`config.mk`:
```
export PLATFORM = sky130hd
export DESIGN_NAME = pic_sequencer
export DESIGN_NICKNAME = d
export VERILOG_FILES = /design/src/rtl/pic_sequencer.sv
export SDC_FILE = /design/constraint.sdc
export NUM_CORES = 1
export LEC_CHECK = 0
export CORE_MARGIN = 3
export CORE_UTILIZATION = 48
export DETAILED_ROUTE_END_ITERATION = 12
export PLACE_DENSITY = 0.84
export SLEW_MARGIN = 15
export SYNTH_ARGS = -nofsm -noshare
export SYNTH_HDL_FRONTEND = slang
export SYNTH_SLANG_ARGS = --single-unit
```
`constraint.sdc`:
```
create_clock -name clk -period 4.02 [get_ports clk]
set_input_delay 1.206 -clock clk [delete_from_list [all_inputs] [get_ports clk]]
set_output_delay 1.206 -clock clk [all_outputs]
set_load 0.01 [all_outputs]
```
`src/rtl/pic_sequencer.sv`:
```
// Four-state FETCH/DECODE/EXECUTE/WRITEBACK sequencer for a small PIC-style core.
// Define SEQ_SKIP_EN to let skip_req squash the next instruction.
module pic_sequencer (
  input  logic        clk,
  input  logic        reset,
  input  logic [7:0]  prog_data,
  input  logic        prog_valid,
  input  logic        d,
  input  logic        branch,
  input  logic        skip_req,
  output logic [7:0]  inst_reg,
  output logic        pc_inc,
  output logic        pc_load,
  output logic        w_we,
  output logic        f_we,
  output logic [1:0]  state,
  output logic        nop_active,
  output logic [15:0] retired
);

  typedef enum logic [1:0] {
    FETCH     = 2'b00,
    DECODE    = 2'b01,
    EXECUTE   = 2'b10,
    WRITEBACK = 2'b11
  } state_t;

  state_t      state_q, state_d;
  logic [7:0]  inst_q, inst_d;
  logic        nop_q, nop_d;
  logic        flush_q, flush_d;
  logic [15:0] retired_q, retired_d;
  logic        pc_inc_q, pc_inc_d;
  logic        pc_load_q, pc_load_d;
  logic        w_we_q, w_we_d;
  logic        f_we_q, f_we_d;
  logic        skip_en;

`ifdef SEQ_SKIP_EN
  assign skip_en = skip_req;
`else
  logic unused_skip;
  assign unused_skip = skip_req;
  assign skip_en     = 1'b0;
`endif

  always_ff @(posedge clk) begin
    if (reset) begin
      state_q   <= FETCH;
      inst_q    <= 8'h00;
      nop_q     <= 1'b0;
      flush_q   <= 1'b0;
      retired_q <= 16'h0000;
      pc_inc_q  <= 1'b0;
      pc_load_q <= 1'b0;
      w_we_q    <= 1'b0;
      f_we_q    <= 1'b0;
    end else begin
      state_q   <= state_d;
      inst_q    <= inst_d;
      nop_q     <= nop_d;
      flush_q   <= flush_d;
      retired_q <= retired_d;
      pc_inc_q  <= pc_inc_d;
      pc_load_q <= pc_load_d;
      w_we_q    <= w_we_d;
      f_we_q    <= f_we_d;
    end
  end

  always_comb begin
    state_d = state_q;
    unique case (state_q)
      FETCH:     if (prog_valid) state_d = DECODE;
      DECODE:    state_d = EXECUTE;
      EXECUTE:   state_d = WRITEBACK;
      WRITEBACK: state_d = FETCH;
      default:   state_d = FETCH;
    endcase
  end

  // Strobes are computed from the current state and land in flops,
  // so each is visible for exactly the cycle after its decode.
  always_comb begin
    inst_d    = inst_q;
    nop_d     = nop_q;
    flush_d   = flush_q;
    retired_d = retired_q;
    pc_inc_d  = 1'b0;
    pc_load_d = 1'b0;
    w_we_d    = 1'b0;
    f_we_d    = 1'b0;
    unique case (state_q)
      FETCH: begin
        if (prog_valid) begin
          inst_d   = prog_data;
          nop_d    = flush_q;
          flush_d  = 1'b0;
          pc_inc_d = 1'b1;
        end
      end
      EXECUTE: begin
        if (!nop_q) begin
          if (branch) begin
            pc_load_d = 1'b1;
            flush_d   = 1'b1;
          end else if (skip_en) begin
            flush_d = 1'b1;
          end
        end
      end
      WRITEBACK: begin
        if (!nop_q) begin
          w_we_d    = ~d;
          f_we_d    = d;
          retired_d = retired_q + 16'd1;
        end
      end
      default: ;
    endcase
  end

  assign inst_reg   = inst_q;
  assign pc_inc     = pc_inc_q;
  assign pc_load    = pc_load_q;
  assign w_we       = w_we_q;
  assign f_we       = f_we_q;
  assign state      = state_q;
  assign nop_active = nop_q;
  assign retired    = retired_q;

endmodule

```
==> summary.txt <==
Outcome
  – Status: finished clean

GRT
  – First-pass GRT wire length: 5.00 mm
  – Global Route Usage Sum: between 10% and 20%
  – Initial antenna violation count: 0
  – Largest net degree at the start of global routing: 18
  – Vias in the first global route: 1,153
  – Grt ovf: 0

Synthesis
  – Synthesized cell area: 1330 um^2
  – Synth unique cells: 34
  – Main synth FF type: dfxtp_1
  – Post-synthesis register bit count: 32
  – Leading area contributor after synthesis: dfxtp_1
  – Post-synth ARST share: 0%
  – Yosys Warn Count: 0
  – Synth cell count leaders: 32 x dfxtp_1, 25 x nand2_1, 16 x nor2_1, 14 x a21oi_1, 7 x xor2_1
  – Synth area leaders: dfxtp_1 48%, nand2_1 7.0%, a21oi_1 5.3%
  – Top-area cell type share of the netlist area: approximately 48%
  – EDFF count, synth: 0
  – Post-Syn Instances: 148
  – Synthesized area per cell: between 9 and 10 um^2
  – Most frequent cell after synthesis: dfxtp_1
  – Sequential fraction of the synthesis area: between 40% and 50%
  – Syn_nets: ~170

Setup path
  – Buf/Inv on CP: 1
  – Slowest CP cell: clkdlybuf4s50_1
  – Worst path max stage delay: slightly below 0.6 ns
  – Worst EP required: ~2.8 ns
  – Crit-path max FO: 7
  – Critical path, cell by cell: clkdlybuf4s50_1
  – Element type at the critical path start: flop
  – CP Capture Type: output port
  – Crit path DAT: between 1 and 1.5 ns
  – Crit-path leading delay family: buffers and inverters
  – CP Class: flop to output port

Finish
  – ANT cells: 0
  – Layout cells sized above 1: 7.25%
  – Nets: 210
  – Fill count: 205
  – Storage cell area: approximately 640 um^2
  – Non-filler cells, final: approximately 220
  – Largest register FFs: 16
  – Area grow syn2layout: 39.2%
  – Area occupied by multi-input gates: about 650 um^2

Drt
  – Drt total wl: just over 3 mm
  – Wire per inst: approximately 14 um
  – Via count: roughly 1,200
  – Via density: approximately 5.4
  – DR DRC count: 0
  – Iter 0 DRT Violations: 22
  – Post-DRT Antenna Nets: 0
  – Drt pass-1 iters: 4

Timing
  – Setup violators final: 0
  – Max-slew headroom: around 61%
  – Final TNS setup: 0 ns
  – Final Skew: around 0.0094 ns
  – Minimum clock period after layout: 2.60 ns
  – Fmax: slightly below 400 MHz
  – Final Hold Viols: 0
  – Slew Limit Fails: 0
  – Slew of the pin with the lowest slew margin: slightly below 0.6 ns
  – Unrepaired setup endpoints after global routing: no
  – Tcrit/Tclk final: between 60 and 70%

CTS
  – Clock slew at reported path FFs: 0.11 ns
  – Post-CTS Setup Bufs: 0
  – CTS buffer count: 5
  – CTS max path bufs: 2
  – Worst-skew pair later-pin latency: approximately 0.34 ns
  – Post-CTS sizing: 0
  – CTS root buffer: clkbuf_4
  – Clock Sinks: 32
  – CTS tree: yes
  – Cts hold-fix bufs: 0
  – Htree depth: 2

Die
  – Area of the core: approximately 2600 um^2
  – Die area: between 3000 and 4000 um^2
  – Die X: 58.7 um
  – FP Rows: 18
  – Initial core utilization: about half
  – Top Ports: 45
  – Die Span Y: between 50 and 60 um

Power and ir drop
  – VDD IR max: around 0.42 mV
  – PwrDens: approximately 450 nW/um^2
  – Leakage power: 0.714 nW

Place
  – Hpwl dp: between 2 and 2.5 mm
  – Placed cells: between 200 and 250
  – PortBufs: 43
  – Gpl congestion: between 0.7 and 0.8

Flow run
  – Max cap viols: 0

Worst hold path
  – Min-delay worst type: flop to flop
## metal layers
layer,up-vias,GRT usage (%),wire length [um]
met2,45,33.8,1600
li1,596,-,-
met5,-,0,0
met3,4,9.43,250
met1,552,19.4,1140
met4,0,7.12,44
## final timing paths
check / from / end / slack [ns] / cells past startpoint
min reg2reg: inst_reg[7]$_SDFFE_PP0P_ / inst_reg[7]$_SDFFE_PP0P_ / 0.46 / 2
max: retired[3]$_SDFFE_PP0P_ / retired[3] / 1.42 / 1
min: inst_reg[7]$_SDFFE_PP0P_ / inst_reg[7]$_SDFFE_PP0P_ / 0.46 / 2
max reg2reg: state[0]$_SDFFE_PP0P_ / retired[15]$_SDFFE_PP0P_ / 2.23 / 5
## cell type report
type,count,share of cell area (%)
Clock inverter,3,2.29
Inverter,3,0.607
Tap cell,30,2.02
Multi-Input combinational cell,106,34.9
Sequential cell,32,34.5
Timing Repair Buffer,44,23.6
Clock buffer,5,2.02
## where the power goes
part | total (mW) | internal [mW] | leakage (nW) | switching (mW)
Clock | 0.244 | 0.130 | 0.0412 | 0.114
Sequential | 0.375 | 0.350 | 0.260 | 0.0248
Combinational | 0.219 | 0.109 | 0.413 | 0.110
## cells in the final DEF (no fill, tap or decap), types with 2 or more instances in the layout
cell	instances
xnor2_1	4
nand3_1	3
dfxtp_1	32
o21ai_0	3
nor2_1	16
mux2i_1	2
a21oi_1	14
xor2_1	7
nand4_1	4
nor3_1	3
or3_1	3
nand2_1	25
clkbuf_4	5
ha_1	4
clkdlybuf4s50_1	43
inv_1	3
## kinds of logic after synthesis
logic type	synth area share (%)
mux	1.50
compound gates	7.98
flops	48.1
xor+xnor	7.23
fa+ha+maj	3.76
simple gates	28.1
buf+inv	3.38
## worst register-to-register path: cells and delay by family (launching register included)
kind | cells | cell delay (ns)
flip-flops | 1 | 0.41
AND/OR/NAND/NOR | 3 | 0.91
adder cells (fa/ha/maj) | 1 | 0.26
AO/OA/AOI/OAI | 1 | 0.14
## stage by stage
stage                     hold slack [ns]  util, %  setup slack, ns  power (mW)  cell area (um^2)
after floorplan                     0.445        -             2.23       0.501              1330
after global placement              0.443     69.1             1.49       0.589              1770
after detailed placement            0.449     69.1             1.44       0.602              1770
after CTS                           0.463     72.2             1.40       0.848              1850
after global routing                0.482     72.2             1.33       0.889              1850
final                               0.458     72.2             1.42       0.838              1850
(Power assumes the default switching activity.)
